[src/rtl/load_store_unit.sv]
`default_nettype none
// ============================================================================
// load_store_unit : byte/half/word loads and stores onto a big-endian word bram
// Revision 1.0
// ============================================================================
module load_store_unit #(
  parameter int ADDR_WIDTH = 32,
  parameter int DEPTH      = 2250
) (
  input  logic                  clk,
  input  logic                  rst,
  input  logic                  i_req,
  input  logic                  i_we,
  input  logic [1:0]            i_size,
  input  logic                  i_signed,
  input  logic [ADDR_WIDTH-1:0] i_addr,
  input  logic [31:0]           i_wdata,
  output logic                  o_busy,
  output logic                  o_done,
  output logic                  o_err,
  output logic [31:0]           o_rdata,
  output logic [ADDR_WIDTH-1:0] o_mem_addr,
  output logic                  o_mem_write,
  output logic [31:0]           o_mem_wdata,
  input  logic [31:0]           i_mem_rdata
);

  typedef enum logic [2:0] {
    S_IDLE   = 3'd0,
    S_RD     = 3'd1,
    S_WR     = 3'd2,
    S_RMW_RD = 3'd3,
    S_RMW_WR = 3'd4
  } state_t;

  localparam logic [ADDR_WIDTH:0] c_depth = (ADDR_WIDTH+1)'(DEPTH);
  localparam logic [ADDR_WIDTH:0] c_three = (ADDR_WIDTH+1)'(3);

  state_t                r_state, w_state_nxt;
  logic [1:0]            r_size;
  logic                  r_signed;
  logic [31:0]           r_wdata;
  logic [ADDR_WIDTH-1:0] r_mem_addr, w_mem_addr_nxt;
  logic                  r_mem_write, w_mem_write_nxt;
  logic [31:0]           r_mem_wdata, w_mem_wdata_nxt;
  logic                  r_done, w_done_nxt;
  logic                  r_err, w_err_nxt;
  logic [31:0]           r_rdata, w_rdata_nxt;
  logic                  w_accept;
  logic [ADDR_WIDTH:0]   w_end;
  logic                  w_bad;
  logic [31:0]           w_load_ext;
  logic [31:0]           w_merged;

  // One extra bit so an address that wraps past the top counts as out of range
  assign w_end = {1'b0, i_addr} + c_three;
  assign w_bad = (i_size == 2'b11) || (w_end >= c_depth);

  always_comb begin
    case (r_size)
      2'b00:   w_load_ext = {{24{r_signed & i_mem_rdata[31]}}, i_mem_rdata[31:24]};
      2'b01:   w_load_ext = {{16{r_signed & i_mem_rdata[31]}}, i_mem_rdata[31:16]};
      default: w_load_ext = i_mem_rdata;
    endcase
  end

  assign w_merged = (r_size == 2'b00) ? {r_wdata[7:0],  i_mem_rdata[23:0]}
                                      : {r_wdata[15:0], i_mem_rdata[15:0]};

  always_ff @(posedge clk or negedge rst) begin
    if (!rst) begin
      r_state     <= S_IDLE;
      r_mem_addr  <= '0;
      r_mem_write <= 1'b0;
      r_mem_wdata <= '0;
      r_done      <= 1'b0;
      r_err       <= 1'b0;
      r_rdata     <= '0;
      r_size      <= '0;
      r_signed    <= 1'b0;
      r_wdata     <= '0;
    end else begin
      r_state     <= w_state_nxt;
      r_mem_addr  <= w_mem_addr_nxt;
      r_mem_write <= w_mem_write_nxt;
      r_mem_wdata <= w_mem_wdata_nxt;
      r_done      <= w_done_nxt;
      r_err       <= w_err_nxt;
      r_rdata     <= w_rdata_nxt;
      if (w_accept) begin
        r_size   <= i_size;
        r_signed <= i_signed;
        r_wdata  <= i_wdata;
      end
    end
  end

  always_comb begin
    w_state_nxt     = r_state;
    w_mem_addr_nxt  = r_mem_addr;
    w_mem_write_nxt = 1'b0;
    w_mem_wdata_nxt = r_mem_wdata;
    w_done_nxt      = 1'b0;
    w_err_nxt       = 1'b0;
    w_rdata_nxt     = r_rdata;
    w_accept        = 1'b0;
    case (r_state)
      S_IDLE: begin
        if (i_req) begin
          w_accept = 1'b1;
          if (w_bad) begin
            w_err_nxt = 1'b1;
          end else begin
            w_mem_addr_nxt = i_addr;
            if (!i_we) begin
              w_state_nxt = S_RD;
            end else if (i_size == 2'b10) begin
              w_state_nxt     = S_WR;
              w_mem_write_nxt = 1'b1;
              w_mem_wdata_nxt = i_wdata;
            end else begin
              w_state_nxt = S_RMW_RD;
            end
          end
        end
      end
      S_RD: begin
        w_rdata_nxt = w_load_ext;
        w_done_nxt  = 1'b1;
        w_state_nxt = S_IDLE;
      end
      S_WR: begin
        w_done_nxt  = 1'b1;
        w_state_nxt = S_IDLE;
      end
      S_RMW_RD: begin
        w_mem_wdata_nxt = w_merged;
        w_mem_write_nxt = 1'b1;
        w_state_nxt     = S_RMW_WR;
      end
      S_RMW_WR: begin
        w_done_nxt  = 1'b1;
        w_state_nxt = S_IDLE;
      end
      default: w_state_nxt = S_IDLE;
    endcase
  end

  assign o_busy      = (r_state != S_IDLE);
  assign o_done      = r_done;
  assign o_err       = r_err;
  assign o_rdata     = r_rdata;
  assign o_mem_addr  = r_mem_addr;
  assign o_mem_write = r_mem_write;
  assign o_mem_wdata = r_mem_wdata;

endmodule
`default_nettype wire

[config.mk]
export PLATFORM = sky130hd
export DESIGN_NAME = load_store_unit
export DESIGN_NICKNAME = d
export VERILOG_FILES = /design/src/rtl/load_store_unit.sv
export SDC_FILE = /design/constraint.sdc
export NUM_CORES = 1
export LEC_CHECK = 0
export BUFFER_PORTS_ARGS = -buffer_cell sky130_fd_sc_hd__buf_4
export CAP_MARGIN = 0
export CORE_UTILIZATION = 52
export CTS_CLUSTER_DIAMETER = 200
export DETAILED_ROUTE_END_ITERATION = 12
export PLACE_DENSITY = 0.83
export SLEW_MARGIN = 5
export SYNTH_ARGS = -nofsm -noshare
export SYNTH_HDL_FRONTEND = slang
export SYNTH_SLANG_ARGS = --single-unit
[constraint.sdc]
create_clock -name clk -period 2.5 [get_ports clk]
set_input_delay 0.375 -clock clk [delete_from_list [all_inputs] [get_ports clk]]
set_output_delay 0.375 -clock clk [all_outputs]
set_load 0.02 [all_outputs]
== Word-level counts from Yosys, hierarchy flattened ==
Cells that the tools add are included.

* Bits in registers: 121
* Input bits: 103
* Output and inout bits: 100
* Logic and storage cells: 57

* $add $sub $neg: 1
* Order comparisons: 1
* Equal/unequal tests: 11
* Muxes and demuxes: 23
* Bitwise operators: 2
* Reduce and logical (&&, ||, !) cells: 9

{| class="wikitable"
|+ Operators with widths
! cell !! number
|-
| $mux 32 || 5
|-
| $pmux 32 s2 || 2
|-
| $add 32x2->33 const B || 1
|-
| $ge 33x12->1 const B || 1
|-
| $mux 1 || 11
|-
| $ne 2x2->1 const B || 4
|-
| $eq 3x2->1 const B || 2
|-
| $mux 3 || 2
|-
| $pmux 3 s2 || 1
|-
| $reduce_and 5->1 || 1
|-
| $eq 2x2->1 const B || 2
|-
| $eq 3x1->1 const B || 1
|-
| $eq 3x3->1 const B || 1
|-
| $logic_not 3->1 || 1
|-
| $reduce_and 3->1 || 1
|-
| $reduce_bool 3->1 || 1
|-
| $reduce_or 3->1 || 1
|-
| $eq 2x1->1 const B || 1
|-
| $logic_not 2->1 || 1
|-
| $mux 2 || 1
|-
| $pmux 1 s2 || 1
|-
| $reduce_and 2->1 || 1
|-
| $reduce_bool 2->1 || 1
|-
| $and 1x1->1 || 1
|-
| other kinds (2) || 2
|}

== Longest topological paths before layout ==
Gate-level depths: netlist (run 1).

* Word-level depth: 6
* Depth in mapped cells: 12

== Worst setup path after synthesis (run 1) ==
OpenSTA, ideal clock, no wires.

* Kind: input port to flip-flop
* Start point: input i_addr[0]
* End point: register r_mem_addr[10], in the netlist o_mem_addr[10]
* Setup time: 0.127 ns
* Arrival time: 3.553 ns
* Data required time: 2.373 ns
* Slack: -1.180 ns
* Stages on the path: 12
* Cell sequence: buf_2 inv_1 ha_1 nand3b_1 or4_1 a2111oi_1 o22ai_1 or4_1 buf_2 nor4_4 buf_6 mux2_1

* Longest elaborated chain between the ends: 5

{| class="wikitable"
|+ Ends and longest elaborated chain
! item !! line !! RTL
|-
| start, declared || 16 || <nowiki>input logic [ADDR_WIDTH-1:0] i_addr,</nowiki>
|-
| $add 32x2->33 || 56 || <nowiki>assign w_end = {1'b0, i_addr} + c_three;</nowiki>
|-
| $ge 33x12->1 || 57 || <nowiki>assign w_bad = (i_size == 2'b11) || (w_end >= c_depth);</nowiki>
|-
| $logic_or 1x1->1 || 57 ||
|-
| $not 1->1 (no source line) || n/a ||
|-
| $reduce_and 3->1 (no source line) || n/a ||
|-
| end signal, assigned || 84 || <nowiki>r_mem_addr <= w_mem_addr_nxt;</nowiki>
|-
| end, declared || 43 || <nowiki>logic [ADDR_WIDTH-1:0] r_mem_addr, w_mem_addr_nxt;</nowiki>
|}

Every way passes these cells.
A chain may end at the register's enable or synchronous reset.

== Worst setup path in the final report (run 1) ==
* Start point: input i_addr[0]
* End point: register r_mem_wdata[3], in the netlist o_mem_wdata[3]

* Longest elaborated chain between the ends: 5

{| class="wikitable"
|+ Ends and longest elaborated chain
! item !! line !! RTL
|-
| $add 32x2->33 || 56 ||
|-
| $ge 33x12->1 || 57 ||
|-
| $logic_or 1x1->1 || 57 ||
|-
| $ne 2x2->1 (no source line) || n/a ||
|-
| $reduce_and 5->1 (no source line) || n/a ||
|-
| end signal, assigned || 86 || <nowiki>r_mem_wdata <= w_mem_wdata_nxt;</nowiki>
|-
| end, declared || 45 || <nowiki>logic [31:0] r_mem_wdata, w_mem_wdata_nxt;</nowiki>
|}

Every way passes these cells.

==> results of run 1 <==
layer usage:
metal | vias up | share of wire, %
met4 | 0 | 5.7
met3 | 143 | 10
met1 | 3611 | 36
li1 | 3133 | -
met2 | 577 | 48
met5 | - | 0
worst max-delay path: stages:
cell and delay, ps:
buf_8 80, inv_4 30, ha_4 150, nand3b_1 190, or4_4 540, a2111oi_4 210, o22ai_2 150, or4_4 600
buf_4 170, buf_12 120, o31ai_1 440, a31oi_4 140
path summary, 6_finish.rpt:
path                        startpoint  slack (ps)         endpoint  depth (start not counted)
max in group asynchronous          rst        1270           o_done                          3
hold reg to reg            r_wdata[13]         480      r_wdata[13]                          2
hold / removal                i_signed         150         r_signed                          3
setup reg to reg            r_state[1]          40   o_mem_wdata[3]                          7
min in group asynchronous          rst         470  o_mem_wdata[23]                          2
setup / recovery             i_addr[0]        -440   o_mem_wdata[3]                         12
synthesized netlist by cell type (2+ instances only):
| library cell | count |
|---|---|
| dfrtp_1 | 121 |
| nand2_1 | 95 |
| nor2_1 | 54 |
| a21oi_1 | 51 |
| clkbuf_1 | 46 |
| and3_1 | 33 |
| nor2b_1 | 27 |
| o31ai_1 | 27 |
| mux2i_1 | 24 |
| nand3_1 | 23 |
| a41oi_1 | 22 |
| o21ai_0 | 19 |
| a22oi_1 | 14 |
| nor4_1 | 14 |
| a31oi_1 | 8 |
| mux2_1 | 8 |
| or4_1 | 8 |
| inv_1 | 7 |
| nand4_1 | 7 |
| and2_1 | 6 |
| buf_2 | 6 |
| nor3_1 | 5 |
| a221o_1 | 4 |
| mux2_2 | 4 |
| or3_1 | 4 |
| a21o_1 | 3 |
| nand3b_1 | 3 |
| o2111ai_1 | 3 |
| o211ai_1 | 3 |
| xnor2_1 | 3 |
| a211o_1 | 2 |
| a21boi_0 | 2 |
| a311o_1 | 2 |
| a311oi_1 | 2 |
| and3b_1 | 2 |
| and4_1 | 2 |
| buf_1 | 2 |
| ha_1 | 2 |
| nand2b_1 | 2 |
| nor3b_1 | 2 |
| o21a_1 | 2 |
| or2_2 | 2 |
logic make-up (layout without fill, tap and decap cells):
family	count (synthesis)	count (layout)	share of synthesized area, %
mux	36	36	5.84
xor+xnor	4	4	0.545
fa+ha+maj	2	2	0.389
simple gates	294	294	23.2
compound gates	177	177	19.0
buf+inv	63	359	3.93
flops	121	121	47.1
report_power, final:
part | internal (µW) | leakage [µW] | switching (µW)
clock network | 1500 | 0.000276 | 993
registers | 1990 | 0.00159 | 25.7
logic | 294 | 0.00307 | 375
total | 3790 | 0.00494 | 1390
flip-flops by register name, indices dropped and copies added, names as in the netlist:
register / cells
r_wdata: 16
o_mem_addr: 32
r_state: 3
o_rdata: 32
r_size: 2
r_signed: 1
o_mem_write: 1
o_err: 1
o_mem_wdata: 32
o_done: 1
layout make-up:
cell class                 instances  area (µm²)
clock buffer                      19         443
clock inverter                    13         144
fill                             654        1950
inverter                           7        31.3
multi-input combinational        513        3580
sequential                       121        3030
tap                              147         184
timing repair buffer             320        2660
metrics by stage:
step,setup TNS [ps],util [%]
after floorplan,-43280,-
after global placement,-42710,72.6
after detailed placement,-46900,72.6
after CTS,-8580,81.0
after global routing,-20860,83.8
final,-17750,83.8
what timing repair did:
action / in CTS / in global routing
resized for setup: 62 / 36
buffers inserted: 8 / 11
hold buffers: 1 / 0
endpoints found under the hold margin: 34 / 0
pin swaps: 22 / 8
gates cloned: 2 / 5
setup endpoints to repair: 67 / 68
==> results.sh, run 1 <==
export IMPL_drt_initial_drc_count=962
export IMPL_yosysTopAreaCell="dfrtp_1"
export IMPL_antenna_found_initial=0
export IMPL_wirelength_mm=26.9
export IMPL_synthTopCellsByArea="dfrtp_1, nand2_1, a21oi_1"
export IMPL_busiest_layer="met2"
export IMPL_max_slew_worst_pin_slew_ps=827
export IMPL_clock_path_buffers=2
export IMPL_path_clk_slew_ps=60
export IMPL_synth_distinct_cells=63
export IMPL_rsz0062_at_grt="yes"
export IMPL_row_count=40
export IMPL_met3_usage_pct=8.94
export IMPL_grt_first_pass_wirelength_mm=37.4
export IMPL_cts_sinks=121
export IMPL_final_layout_size_suffix_gt1_share_pct=42.0
export IMPL_track_usage_pct=38.2
export IMPL_routabilityCongestion=0.941
export IMPL_layout_commonest_cell="buf_4"
export IMPL_critPathRequiredTime_ps=2780
export IMPL_fin_crit_sh_pct=118
export IMPL_synth_main_ff_cell="dfrtp_1"
export IMPL_root_buffer="clkbuf_16"
export IMPL_hold_ws_ps=150
export IMPL_synth_nets=802
export IMPL_synth_top_area_share_pct=47.1
export IMPL_synth_edff_count=0
export IMPL_area_growth_pct=56.7
export IMPL_power_density_nw_per_um2=515
export IMPL_fmax_mhz=340
export IMPL_cts_htree_levels=4
export IMPL_syn_inst=697
export IMPL_synth_seq_cells=121
export IMPL_antenna_cells=0
export IMPL_max_vdd_ir_drop_uv=461
export IMPL_end_kind="register"
export IMPL_total_leakage_power_uw=0.00494
export IMPL_drc=0
export IMPL_p_total_uw=5180
export IMPL_synth_async_reset_ratio_pct=100
export IMPL_dieArea_um2=12800
export IMPL_numCtsBuffers=17
export IMPL_grtUsageMet1_pct=47.9
export IMPL_dp_slack_ps=-906
export IMPL_core_area_um2=12000
export IMPL_synth_seq_area_share_pct=47.1
export IMPL_setup_slack_ps=-442
export IMPL_finClkSkew_ps=13.9
export IMPL_first_global_vias=6950
export IMPL_final_setup_viol_count=67
export IMPL_avgRoutedWirePerCell_um=23.6
export IMPL_portBuffers=202
export IMPL_grt_max_degree=61
export IMPL_min_delay_path_class="primary input to register"
export IMPL_slew_violations=0
export IMPL_place_area_um2=8720
export IMPL_syn_area_per_cell_um2=9.22
export IMPL_grt_ovfl_total=0
export IMPL_stdcell_area_um2=10100
export IMPL_outcome="finished with violations"
export IMPL_initial_core_util_pct=53.5
export IMPL_placed_cells=1083
export IMPL_crit_fanout=6
export IMPL_period_minus_slack_ps=2940
export IMPL_syn_cell_area_um2=6420
export IMPL_start_kind="primary input"
export IMPL_die_w_um=113
export IMPL_cap_violations=0
export IMPL_dr_pass1_iters=7
export IMPL_grtUsageMet2_pct=62.7
export IMPL_place_hpwl_mm=16.0
export IMPL_final_nets=1085
export IMPL_io_pins=203
export IMPL_yosys_warnings=0
export IMPL_violations="negative setup slack"
export IMPL_path_class="primary input to register"
export IMPL_worstPathArrival_ps=3230
export IMPL_fp_dieH_um=113
export IMPL_final_cell_mix="buf_4, dfrtp_1, nand2_1"
export IMPL_slew_headroom_pct=44.6
export IMPL_via_per_inst=6.55
export IMPL_cts_tree="built"
export IMPL_worstSkewPairLatency_ps=420
export IMPL_final_cells=1140
export IMPL_hold_violations=0
export IMPL_antenna_left=0
export IMPL_vias=7464
No activity file was read; power rests on OpenSTA's default activity.
==> inputs of run 2 (changes only) <==
--- a/config.mk
+++ b/config.mk
@@ -11,6 +11,7 @@
 export CTS_CLUSTER_DIAMETER = 200
 export DETAILED_ROUTE_END_ITERATION = 12
 export PLACE_DENSITY = 0.83
+export RECOVER_POWER = 50
 export SLEW_MARGIN = 5
 export SYNTH_ARGS = -nofsm -noshare
 export SYNTH_HDL_FRONTEND = slang
==> run 2 against run 1 <==
Against the previous run: the flow still finishes with violations (negative setup slack); wire length fell by 0.44%; first-iteration DRC count increased by 0.73%; sequential share of layout area up 0.50 points; setup slack worse by 16 ps; sequential power about the same; critical path type unchanged; total power decreased by 0.20%; utilization down 1.4 points; clock power barely moved; hold slack barely moved; global-route usage stayed put; non-clock buffer count stayed put; highest routed layer unchanged.
==> results.sh, run 2 (same netlist as run 1, synthesis figures left out) <==
export IMPL_cap_violations=0
export IMPL_path_clk_slew_ps=60
export IMPL_rsz0062_at_grt="yes"
export IMPL_start_kind="primary input"
export IMPL_final_core_util_pct=82.4
export IMPL_finClkSkew_ps=13.5
export IMPL_worstPathArrival_ps=3240
export IMPL_worstSkewPairLatency_ps=420
export IMPL_cts_tree="built"
export IMPL_row_count=40
export IMPL_portBuffers=202
export IMPL_regArea_um2=3030
export IMPL_die_w_um=113
export IMPL_layout_commonest_cell="buf_4"
export IMPL_power_frac_comb_pct=12.8
export IMPL_cts_sinks=121
export IMPL_n_fill_cell=720
export IMPL_total_leakage_power_uw=0.00478
export IMPL_dieArea_um2=12800
export IMPL_final_cells=1140
export IMPL_place_hpwl_mm=16.0
export IMPL_cp_cell_sequence="buf_8 > inv_4 > ha_4 > nand3b_1 > or4_4 > a2111oi_4 > o22ai_2 > or4_4 > buf_4 > buf_12 > o31ai_1 > a31oi_4"
export IMPL_crit_top_cell="or4_4"
export IMPL_multi_input_area_um2=3580
export IMPL_dr_wl_met3_mm=2.64
export IMPL_hold_violations=0
export IMPL_antenna_cells=0
export IMPL_drt_initial_drc_count=969
export IMPL_track_usage_pct=38.2
export IMPL_final_setup_viol_count=67
export IMPL_wl_met2_mm=12.9
export IMPL_slew_violations=0
export IMPL_grt_ovfl_total=0
export IMPL_io_pins=203
export IMPL_fp_dieH_um=113
export IMPL_power_internal_uw=3780
export IMPL_pwr_share_clk_pct=48.2
export IMPL_area_growth_pct=54.1
export IMPL_end_kind="register"
export IMPL_switchingPower_uw=1390
export IMPL_slew_headroom_pct=34.4
export IMPL_root_buffer="clkbuf_16"
export IMPL_switching_share_pct=26.9
export IMPL_first_global_vias=6950
export IMPL_max_vdd_ir_drop_uv=460
export IMPL_cts_htree_levels=4
export IMPL_antenna_left=0
export IMPL_outcome="finished with violations"
export IMPL_setup_slack_ps=-458
export IMPL_wirelength_mm=26.7
export IMPL_final_layout_size_suffix_gt1_share_pct=38.0
export IMPL_violations="negative setup slack"
export IMPL_core_area_um2=12000
export IMPL_power_density_nw_per_um2=522
export IMPL_critPathRequiredTime_ps=2780
export IMPL_dr_pass1_iters=5
export IMPL_min_delay_path_class="primary input to register"
export IMPL_antenna_found_initial=0
export IMPL_cpPeakStageDelay_ps=600
export IMPL_drc=0
export IMPL_initial_core_util_pct=53.5
export IMPL_power_frac_seq_pct=39.0
export IMPL_via_per_inst=6.52
export IMPL_period_minus_slack_ps=2960
export IMPL_final_cell_mix="buf_4, dfrtp_1, nand2_1"
export IMPL_final_nets=1085
export IMPL_grt_first_pass_wirelength_mm=37.4
export IMPL_max_slew_worst_pin_slew_ps=984
export IMPL_fmax_mhz=338
export IMPL_wirelength_met1_mm=9.71
export IMPL_clock_path_buffers=2
export IMPL_crit_buf_inv=4
export IMPL_top_layer_used="met4"
export IMPL_fin_crit_sh_pct=118
export IMPL_numCtsBuffers=17
export IMPL_crit_fanout=6
export IMPL_placed_cells=1083
export IMPL_grt_max_degree=61
export IMPL_routabilityCongestion=0.941
export IMPL_critical_path_slowest_cell="or4_4"
export IMPL_cp_top_family="simple AND/OR/NAND/NOR gates"
export IMPL_avgRoutedWirePerCell_um=23.4
export IMPL_path_class="primary input to register"
export IMPL_vias=7434
## run 2: changes by cell type in the layout (fill, tap and decap cells not counted), sizes merged
cell,previous run,this run
clkbuf,24,66
buf,314,272
## run 2: path summary, 6_finish.rpt
path,slack [ps],endpoint,cells after the start,start
min in group asynchronous,650,o_mem_wdata[21],2,rst
max in group asynchronous,380,o_mem_wdata[11],3,rst
worst max-delay path,-460,o_mem_wdata[3],12,i_addr[1]
worst max register to register,30,o_mem_wdata[3],7,r_state[1]
worst min-delay path,150,r_signed,3,i_signed
worst min register to register,480,r_wdata[13],2,r_wdata[13]
## run 2: worst min-delay path: stages
cell and delay, ps:
buf_4 80, nand2_1 40, nand2_1 50
## run 2: final cells by class
class / instances / area share (%)
well taps: 147 / 1.86
multi-input cells: 513 / 36.1
clock buffers: 19 / 4.47
flip-flops and latches: 121 / 30.6
inverters: 7 / 0.316
repair buffers: 320 / 25.2
clock inverters: 13 / 1.45
## run 2: per-stage QoR
stage | hold WS [ps] | power, µW | area [µm²] | setup slack, ps | setup TNS (ps)
floorplan | 79.4 | 2280 | 6510 | -866 | -43280
global placement | 371 | 2640 | 8720 | -829 | -42710
detailed placement | 381 | 2650 | 8720 | -906 | -46900
CTS | 148 | 5110 | 9730 | -292 | -8580
global route | 163 | 5290 | 9900 | -544 | -20860
finish | 150 | 5170 | 9900 | -458 | -17600
## run 2: layer usage
| metal | vias to the layer above | track usage (%) |
|---|---|---|
| met1 | 3582 | 47.9 |
| met4 | 0 | 18.1 |
| met3 | 147 | 8.94 |
| li1 | 3131 | - |
| met5 | - | 0 |
| met2 | 574 | 62.7 |
## run 2: repair_timing
action	4_1_cts	5_1_grt
gates cloned	2	5
hold buffers	1	0
hold endpoints to repair	34	0
gates resized for setup	62	36
buffers inserted	8	11
pin swaps	22	8
setup endpoints to repair	67	68
## run 2: power by group through the flow
stage / registers [µW] / clock network [µW] / logic (µW)
final: 2020 / 2490 / 662
after global routing: 2020 / 2570 / 700
after CTS: 2010 / 2470 / 628
after detailed placement: 2050 / 0 / 605
after global placement: 2040 / 0 / 592
after floorplan: 2050 / 0 / 236
==> inputs of run 3 (changes only) <==
--- a/config.mk
+++ b/config.mk
@@ -7,10 +7,10 @@
 export LEC_CHECK = 0
 export BUFFER_PORTS_ARGS = -buffer_cell sky130_fd_sc_hd__buf_4
 export CAP_MARGIN = 0
-export CORE_UTILIZATION = 52
+export CORE_UTILIZATION = 47
 export CTS_CLUSTER_DIAMETER = 200
 export DETAILED_ROUTE_END_ITERATION = 12
-export PLACE_DENSITY = 0.83
+export PLACE_DENSITY = 0.79
 export RECOVER_POWER = 50
 export SLEW_MARGIN = 5
 export SYNTH_ARGS = -nofsm -noshare
==> constraint.sdc (replaced) <==
create_clock -name clk -period 2.63 [get_ports clk]
set_input_delay 0.3945 -clock clk [delete_from_list [all_inputs] [get_ports clk]]
set_output_delay 0.3945 -clock clk [all_outputs]
set_load 0.02 [all_outputs]
==> run 3 against run 2 <==
Against the previous run: the flow finishes with violations (max-capacitance violations, max-slew violations, negative setup slack); clock power is essentially flat; wire length shrank 13%; hold slack gained 18 ps; clock skew shrank 7.4 ps; die area grew 10%; first-iteration DRC count shrank 18%; utilization shrank 8.4 points; register-to-register slack gained 310 ps; non-clock buffer count shrank 2; final cell count grew 2.3%; critical path depth grew 3; via count shrank 5.7%.
==> results.sh, run 3 (same netlist as run 1, synthesis figures left out) <==
export IMPL_outcome="finished with violations"
export IMPL_violations="max-capacitance violations, max-slew violations, negative setup slack"
export IMPL_min_delay_path_class="primary input to register"
export IMPL_power_frac_comb_pct=12.1
export IMPL_reg2reg_depth=7
export IMPL_row_count=42
export IMPL_start_kind="primary input"
export IMPL_finClkSkew_ps=6.10
export IMPL_grt_max_degree=58
export IMPL_switchingPower_uw=1230
export IMPL_first_global_vias=6714
export IMPL_path_clk_slew_ps=60
export IMPL_max_vdd_ir_drop_uv=456
export IMPL_hold_ws_ps=168
export IMPL_clock_path_buffers=2
export IMPL_crit_fanout=5
export IMPL_cpPeakStageDelay_ps=420
export IMPL_slew_headroom_pct=-7.92
export IMPL_vias=7010
export IMPL_antenna_found_initial=0
export IMPL_dr_pass1_iters=5
export IMPL_final_nets=1083
export IMPL_critPathRequiredTime_ps=2940
export IMPL_final_setup_tns_ps=-4390
export IMPL_place_hpwl_mm=15.5
export IMPL_period_minus_slack_ps=2800
export IMPL_hold_end="r_signed"
export IMPL_avgRoutedWirePerCell_um=20.0
export IMPL_final_layout_size_suffix_gt1_share_pct=38.6
export IMPL_multi_input_area_um2=3370
export IMPL_fmax_mhz=357
export IMPL_track_usage_pct=31.9
export IMPL_routabilityCongestion=0.897
export IMPL_layout_commonest_cell="buf_4"
export IMPL_hp_start="i_signed"
export IMPL_rsz0062_at_grt="yes"
export IMPL_area_growth_pct=53.2
export IMPL_rr_endpoint="o_mem_wdata[21]"
export IMPL_dp_slack_ps=-752
export IMPL_root_buffer="clkbuf_16"
export IMPL_power_frac_seq_pct=38.0
export IMPL_grt_first_pass_wirelength_mm=34.8
export IMPL_drc=0
export IMPL_max_slew_worst_pin_slew_ps=1620
export IMPL_antenna_left=0
export IMPL_fp_dieH_um=119
export IMPL_final_cell_mix="buf_4, dfrtp_1, nand2_1"
export IMPL_core_area_um2=13300
export IMPL_power_internal_uw=3800
export IMPL_via_per_inst=6.01
export IMPL_setup_slack_ps=-171
export IMPL_cts_sinks=121
export IMPL_total_leakage_power_uw=0.00487
export IMPL_regArea_um2=3030
export IMPL_rrSetupSlack_ps=340
export IMPL_worstPathArrival_ps=3110
export IMPL_fin_crit_sh_pct=106
export IMPL_cts_htree_levels=4
export IMPL_end_kind="register"
export IMPL_wirelength_mm=23.3
export IMPL_portBuffers=202
export IMPL_io_pins=203
export IMPL_dieArea_um2=14100
export IMPL_path_class="primary input to register"
export IMPL_hold_violations=0
export IMPL_drt_initial_drc_count=794
export IMPL_antenna_cells=0
export IMPL_critPathLaunch="i_addr[1]"
export IMPL_numCtsBuffers=17
export IMPL_n_fill_cell=972
export IMPL_grt_ovfl_total=0
export IMPL_min_path_cells=3
export IMPL_final_setup_viol_count=48
export IMPL_die_w_um=119
export IMPL_pwr_share_clk_pct=49.8
export IMPL_timing_rr_start="r_state[1]"
export IMPL_worstSkewPairLatency_ps=420
export IMPL_switching_share_pct=24.5
export IMPL_critical_path_slowest_cell="or3_4"
export IMPL_initial_core_util_pct=48.3
export IMPL_cap_violations=2
export IMPL_power_density_nw_per_um2=512
export IMPL_cp_cell_sequence="buf_8 > inv_4 > ha_4 > nand3b_1 > buf_6 > nor4_4 > buf_4 > o2111ai_2 > or3_4 > a21o_1 > buf_4 > nor4_4 > buf_6 > clkbuf_16 > mux2_4"
export IMPL_slew_violations=71
export IMPL_cts_tree="built"
-- run 3: worst max-delay path: cells and delay by family --
family,cells,cell delay [ps]
AO/OA/AOI/OAI,2,260
adder cells (fa/ha/maj),1,150
buffers and inverters,7,930
multiplexers,1,310
AND/OR/NAND/NOR,4,1040
-- run 3: per-layer routing --
metal	vias to the layer above	track usage, %	part of all wire, %
li1	3131	-	-
met1	3380	41.6	39
met2	404	49.3	47
met3	95	7.33	8.8
met4	0	17.2	4.6
met5	-	0	0
-- run 3: final cells by class --
class	instances	area share, %
Multi-Input combinational cell	513	34.2
Sequential cell	121	30.8
Timing Repair Buffer	318	26.1
Clock buffer	20	4.64
Tap cell	176	2.24
Clock inverter	11	1.72
Inverter	7	0.318
-- run 3: power groups by stage --
| stage | clock network (µW) | logic, µW | registers, µW |
|---|---|---|---|
| 6_report | 2510 | 610 | 1920 |
| 5_1_grt | 2620 | 654 | 1920 |
| 4_1_cts | 2520 | 592 | 1910 |
| 3_3_place_gp | 0 | 572 | 1940 |
| 3_5_place_dp | 0 | 578 | 1950 |
| 2_1_floorplan | 0 | 224 | 1940 |
-- run 3: through the flow --
| stage | utilization, % | total power [µW] | cells | instance area (µm²) |
|---|---|---|---|---|
| after floorplan | - | 2170 | 697 | 6510 |
| after global placement | 66.2 | 2520 | 1117 | 8800 |
| after detailed placement | 66.2 | 2520 | 1117 | 8800 |
| after CTS | 71.5 | 5030 | 1152 | 9510 |
| after global routing | 74.0 | 5190 | 1166 | 9840 |
| final | 74.0 | 5040 | 1166 | 9840 |
-- run 3: timing repair --
| item | CTS | global route |
|---|---|---|
| endpoints found under the setup margin | 62 | 66 |
| gates cloned | 0 | 6 |
| hold endpoints to repair | 26 | 0 |
| buffers inserted | 3 | 9 |
| hold buffers | 1 | 0 |
| pin swaps | 2 | 9 |
| resized for setup | 11 | 46 |
-- run 3: worst max-delay path by stage --
stage | to | slack (ps) | cells past startpoint
finish | o_mem_addr[2] | -170 | 15
global route | o_mem_addr[2] | -260 | 15
CTS | o_mem_wdata[10] | -150 | 10
detailed placement | o_mem_wdata[15] | -750 | 10
global placement | o_mem_wdata[15] | -680 | 10
floorplan | o_mem_addr[10] | -760 | 12
